[src/rtl/wb_arbiter.sv]
// Writeback arbiter: merges ALU results and buffered load results onto the single register-file write port, and tracks pending writes so decode can stall.
// Latency: an ALU result reaches wen one edge after sampling; a load takes two edges through the FIFO (one edge with WB_ARB_BYPASS_EN when the FIFO is empty and no ALU write competes).
// Backpressure: the ALU path has none and always wins; loads are held off by o_mem_ready once the FIFO is full. Optional feature macro: WB_ARB_BYPASS_EN.
module wb_arbiter #(
  parameter int DEPTH = 4
) (
  input  logic                       clk,
  input  logic                       reset_n,
  // single-cycle ALU results
  input  logic                       i_alu_valid,
  input  logic [4:0]                 i_alu_rd,
  input  logic [31:0]                i_alu_data,
  // load / long-latency results, valid-ready
  input  logic                       i_mem_valid,
  input  logic [4:0]                 i_mem_rd,
  input  logic [31:0]                i_mem_data,
  output logic                       o_mem_ready,
  // scoreboard allocation from issue
  input  logic                       i_alloc_valid,
  input  logic [4:0]                 i_alloc_rd,
  // decode source lookups
  input  logic [4:0]                 i_rs1,
  input  logic [4:0]                 i_rs2,
  output logic                       o_rs1_busy,
  output logic                       o_rs2_busy,
  // register-file write port
  output logic                       o_wen,
  output logic [4:0]                 o_wreg,
  output logic [31:0]                o_wdata,
  output logic [$clog2(DEPTH+1)-1:0] o_fifo_count
);

  localparam int PW = (DEPTH > 1) ? $clog2(DEPTH) : 1;
  localparam int CW = $clog2(DEPTH + 1);

  // FIFO state
  logic [PW-1:0] r_head;
  logic [PW-1:0] r_tail;
  logic [CW-1:0] r_count;
  logic [4:0]    r_fifo_rd   [DEPTH];
  logic [31:0]   r_fifo_data [DEPTH];

  // write-port registers
  logic          r_wen;
  logic [4:0]    r_wreg;
  logic [31:0]   r_wdata;

  // pending-write scoreboard; x0 is never tracked
  logic [31:1]   r_pending;

  logic          w_full;
  logic          w_empty;
  logic          w_mem_acc;
  logic          w_alu_win;
  logic          w_pop;
  logic          w_push;
  logic          w_bypass;
  logic          w_nx_wen;
  logic [4:0]    w_nx_wreg;
  logic [31:0]   w_nx_wdata;
  logic [31:1]   w_pend_nx;
  logic [31:0]   w_pend_full;

  assign w_full      = (r_count == CW'(DEPTH));
  assign w_empty     = (r_count == '0);
  assign o_mem_ready = ~w_full & reset_n;

  // A load handshake completes on valid&ready; writes to x0 are swallowed here.
  assign w_mem_acc = i_mem_valid & o_mem_ready & (i_mem_rd != 5'd0);

  // ALU writes to x0 do not use the port, which frees the slot for a pop.
  assign w_alu_win = i_alu_valid & (i_alu_rd != 5'd0);
  assign w_pop     = ~w_alu_win & ~w_empty;

`ifdef WB_ARB_BYPASS_EN
  // Empty FIFO and idle port: the load skips the buffer and writes next cycle.
  assign w_bypass = w_mem_acc & w_empty & ~w_alu_win;
`else
  assign w_bypass = 1'b0;
`endif

  assign w_push = w_mem_acc & ~w_bypass;

  // Fixed-priority selection of the next write: ALU, then FIFO head, then bypassed load.
  always_comb begin
    w_nx_wen   = 1'b0;
    w_nx_wreg  = r_wreg;
    w_nx_wdata = r_wdata;
    if (w_alu_win) begin
      w_nx_wen   = 1'b1;
      w_nx_wreg  = i_alu_rd;
      w_nx_wdata = i_alu_data;
    end else if (w_pop) begin
      w_nx_wen   = 1'b1;
      w_nx_wreg  = r_fifo_rd[r_head];
      w_nx_wdata = r_fifo_data[r_head];
    end else if (w_bypass) begin
      w_nx_wen   = 1'b1;
      w_nx_wreg  = i_mem_rd;
      w_nx_wdata = i_mem_data;
    end
  end

  // Register the write port; reg/data hold their last value while wen is low.
  always_ff @(posedge clk) begin
    if (!reset_n) begin
      r_wen   <= 1'b0;
      r_wreg  <= 5'd0;
      r_wdata <= 32'd0;
    end else begin
      r_wen <= w_nx_wen;
      if (w_nx_wen) begin
        r_wreg  <= w_nx_wreg;
        r_wdata <= w_nx_wdata;
      end
    end
  end

  // FIFO pointers and occupancy; a simultaneous push and pop leaves the count alone.
  always_ff @(posedge clk) begin
    if (!reset_n) begin
      r_head  <= '0;
      r_tail  <= '0;
      r_count <= '0;
    end else begin
      if (w_push) begin
        r_tail <= r_tail + PW'(1);
      end
      if (w_pop) begin
        r_head <= r_head + PW'(1);
      end
      case ({w_push, w_pop})
        2'b10:   r_count <= r_count + CW'(1);
        2'b01:   r_count <= r_count - CW'(1);
        default: r_count <= r_count;
      endcase
    end
  end

  // FIFO storage; contents are meaningless until pushed, so no reset is needed.
  always_ff @(posedge clk) begin
    if (w_push) begin
      r_fifo_rd[r_tail]   <= i_mem_rd;
      r_fifo_data[r_tail] <= i_mem_data;
    end
  end

  // Next scoreboard: clear the register being written, then let a new allocation re-set it.
  always_comb begin
    w_pend_nx = r_pending;
    for (int i = 1; i < 32; i++) begin
      if (w_nx_wen && (w_nx_wreg == 5'(i))) begin
        w_pend_nx[i] = 1'b0;
      end
      if (i_alloc_valid && (i_alloc_rd == 5'(i))) begin
        w_pend_nx[i] = 1'b1;
      end
    end
  end

  // Scoreboard register; reset drops every pending bit.
  always_ff @(posedge clk) begin
    if (!reset_n) begin
      r_pending <= '0;
    end else begin
      r_pending <= w_pend_nx;
    end
  end

  // Bit 0 is hard-wired low so x0 never reports busy.
  assign w_pend_full = {r_pending, 1'b0};
  assign o_rs1_busy  = w_pend_full[i_rs1];
  assign o_rs2_busy  = w_pend_full[i_rs2];

  assign o_wen        = r_wen;
  assign o_wreg       = r_wreg;
  assign o_wdata      = r_wdata;
  assign o_fifo_count = r_count;

endmodule

[config.mk]
export PLATFORM = sky130hd
export DESIGN_NAME = wb_arbiter
export DESIGN_NICKNAME = d
export VERILOG_FILES = /design/src/rtl/wb_arbiter.sv
export SDC_FILE = /design/constraint.sdc
export NUM_CORES = 1
export LEC_CHECK = 0
export CELL_PAD_IN_SITES_DETAIL_PLACEMENT = 1
export CELL_PAD_IN_SITES_GLOBAL_PLACEMENT = 1
export CORE_UTILIZATION = 25
export CTS_CLUSTER_SIZE = 28
export DETAILED_ROUTE_END_ITERATION = 8
export GPL_TIMING_DRIVEN = 0
export PLACE_DENSITY = 0.6
export SYNTH_ARGS = -nofsm -noshare
export SYNTH_HDL_FRONTEND = slang
export SYNTH_SLANG_ARGS = --single-unit
[constraint.sdc]
create_clock -name clk -period 3.88 [get_ports clk]
set_clock_uncertainty 0.1 [all_clocks]
set_input_delay 0.776 -clock clk [delete_from_list [all_inputs] [get_ports clk]]
set_output_delay 0.776 -clock clk [all_outputs]
set_load 0.01 [all_outputs]
==> flow_summary.json <==
{
  "vdd_drop_max_mv": 0.294,
  "crit_chain": "clkbuf_2 > mux4_2 > mux4_2 > mux2_2 > clkdlybuf4s50_1",
  "status": "finished clean",
  "dp_slack_ns": -0.183,
  "synth_nets": 777,
  "seq_power_share_pct": 39.5,
  "dieArea_sq_mm": 0.0388,
  "critPathMaxStageDelay_ns": 0.58,
  "design.final.nets": 942,
  "firstDrtPassIters": 4,
  "post_drt_wl_per_cell_um": 19.9,
  "ys.flop_type": "edfxtp_1",
  "cellLeakagePower_nw": 4.05,
  "worst_pin_slew_ns": 0.830,
  "seqCellArea_sq_mm": 0.00601,
  "comb_power_share_pct": 27.6,
  "finalCoreUtilization_pct": 33.1,
  "netlist.area_leader.share_pct": 46.8,
  "synth.distinct_cells": 46,
  "numCtsBuffers": 26,
  "clkSinkCount": 226,
  "yosys-top-cells-area": "edfxtp_1 (47%), dfxtp_1 (16%), mux4_2 (13%)",
  "dieHeight_um": 197,
  "holdCritStartpoint": "o_wdata[24]$_SDFFE_PN0P_",
  "avgSynthCellArea_sq_um": 14.0,
  "powerDensity_mw_per_mm2": 581,
  "post-route-period-util_pct": 96.9,
  "h-tree-depth": 1,
  "vias_per_cell": 4.64,
  "finalWeightedCongestion": 0.784,
  "holdWs_ns": 0.380,
  "crit_top_cell": "mux4_2",
  "drcViolationCount": 0,
  "finalWorstSetupSlack_ns": 0.121,
  "worstPathMaxFanout": 9,
  "cp-startpoint": "i_rs1[0]",
  "area_growth_pct": 30.5,
  "clockBufferDepth": 3,
  "critPathLaunchType": "input pin",
  "clkLatencyLatePin_ns": 0.53,
  "r2r_start": "o_fifo_count[0]$_SDFFE_PN0P_",
  "switching_share_pct": 30.4,
  "critPathArrivalTime_ns": 2.88,
  "slew_violations": 0,
  "grt_overflow": 0,
  "async_flop_share_pct": 0,
  "cts_setup_buffers": 0,
  "ys_seq_elements": 226,
  "p_total_mw": 7.20,
  "hold_violations": 0,
  "cap_violations": 0,
  "p_int_mw": 5.01,
  "multiInputGateArea_sq_mm": 0.00325,
  "slowest_stage": "mux4_2",
  "start_util_pct": 25.3,
  "grt_pass1_wl_mm": 41.9,
  "worstPathRequired_ns": 3.00,
  "dpl.hpwl_mm": 19.0,
  "fill_cells": 4047,
  "syn_area_sq_mm": 0.00950,
  "die_w_um": 197,
  "worstSetupEndpointType": "output pin",
  "num_vias": 6379,
  "synth_top_cell_by_area": "edfxtp_1",
  "antenna_found_initial": 3,
  "initialDrtViolationCount": 357,
  "drt-total-wl_mm": 27.4,
  "rows": 71,
  "clock.fmax_mhz": 266,
  "grtUsageTotal_pct": 14.2,
  "critical_path_class": "input pin to output pin",
  "yosysMostFrequentCell": "edfxtp_1",
  "antenna_left": 0,
  "max_slew_margin_pct": 44.4,
  "cts_root_buf": "clkbuf_16",
  "report.final.setup_viol": 0,
  "coreArea_sq_mm": 0.0375,
  "switchingPower_mw": 2.19,
  "path_clk_slew_ns": 0.06,
  "timing.setup.tns_ns": 0,
  "ios": 138,
  "drive_gt1_share_pct": 17.1,
  "syn_inst": 677,
  "cts_tree": "yes",
  "rsz0062_at_grt": "no",
  "grt_max_degree": 22,
  "yosysWarnings": 0,
  "hold_path.class": "register to register",
  "yosys-top-cells-count": "edfxtp_1 (148), nor2_1 (86), dfxtp_1 (78)",
  "first_global_vias": 6928,
  "clkPwrFrac_pct": 32.9,
  "synth-edff-count": 148,
  "ys_seq_area_share_pct": 63.2,
  "port_buffers": 133,
  "fin_crit_ns": 3.76
}
-- cells by family after synthesis --
logic type | after synthesis | synth area share [%]
simple gates | 211 | 9.96
buf+inv | 49 | 2.61
xor+xnor | 5 | 0.461
fa+ha+maj | 6 | 0.870
flops | 226 | 63.2
compound gates | 108 | 7.56
mux | 72 | 15.3
-- power by group through the flow --
stage | clock, mW | combinational, mW | sequential [mW]
6_report | 2.37 | 1.99 | 2.85
5_1_grt | 2.52 | 2.17 | 2.87
4_1_cts | 2.44 | 2.04 | 2.85
3_5_place_dp | 0 | 2.03 | 2.90
3_3_place_gp | 0 | 1.99 | 2.90
2_1_floorplan | 0 | 1.19 | 2.92
-- state kept, by name (all words and copies together), names as in the netlist, named ones only --
signal / cells
o_fifo_count: 3
o_wreg: 5
r_fifo_rd: 20
r_pending: 31
r_tail: 2
r_head: 2
r_fifo_data: 128
o_wen: 1
o_wdata: 32
-- timing repair --
| item | CTS | global route |
|---|---|---|
| hold buffers | 0 | 0 |
| endpoints found under the setup margin | 2 | 1 |
| resized for setup | 3 | 2 |
-- final cells by class --
type	count	area share [%]
tap	511	5.16
clock buffer	42	6.42
clock inverter	6	0.283
antenna	1	0.0202
multi-input combinational	402	26.2
timing repair buffer	137	11.4
buffer	41	1.80
inverter	8	0.242
sequential	226	48.5
-- worst max-delay path: cells and delay by family --
kind                   cells  cell delay, ns
buffers and inverters      2            0.76
multiplexers               3            1.33
-- stage by stage --
step | area (sq um) | instances
after floorplan | 9500 | 677
after global placement | 11500 | 1321
after detailed placement | 11600 | 1325
after CTS | 12400 | 1373
final | 12400 | 1374
after global routing | 12400 | 1374
-- final timing paths --
check | endpoint | cells after the start | slack, ns
worst min register to register | o_wdata[24]$_SDFFE_PN0P_ | 2 | 0.38
worst min-delay path | o_wdata[24]$_SDFFE_PN0P_ | 2 | 0.38
worst max register to register | r_fifo_data[0][8]$_DFFE_PP_ | 5 | 1.17
worst max-delay path | o_rs1_busy | 5 | 0.12
-- routing by layer --
metal  wire [um]  track usage [%]
met5          29                0
met4         685             4.19
met3        1510             3.03
met2       12700             23.0
met1       12400             19.1
-- placed cells by master (no fill, tap or decap), types with 6 or more instances in the layout --
| cell type | n |
|---|---|
| nor3_1 | 23 |
| clkbuf_16 | 27 |
| nor2_1 | 86 |
| a311oi_1 | 32 |
| mux4_2 | 55 |
| inv_1 | 7 |
| dfxtp_1 | 78 |
| mux2_2 | 8 |
| clkbuf_1 | 27 |
| clkdlybuf4s50_1 | 133 |
| o21ai_0 | 34 |
| nand2_1 | 73 |
| buf_2 | 9 |
| edfxtp_1 | 148 |
| a41oi_1 | 6 |
| a21oi_1 | 26 |
| clkbuf_8 | 6 |
Power figures use the tool's default switching activity.
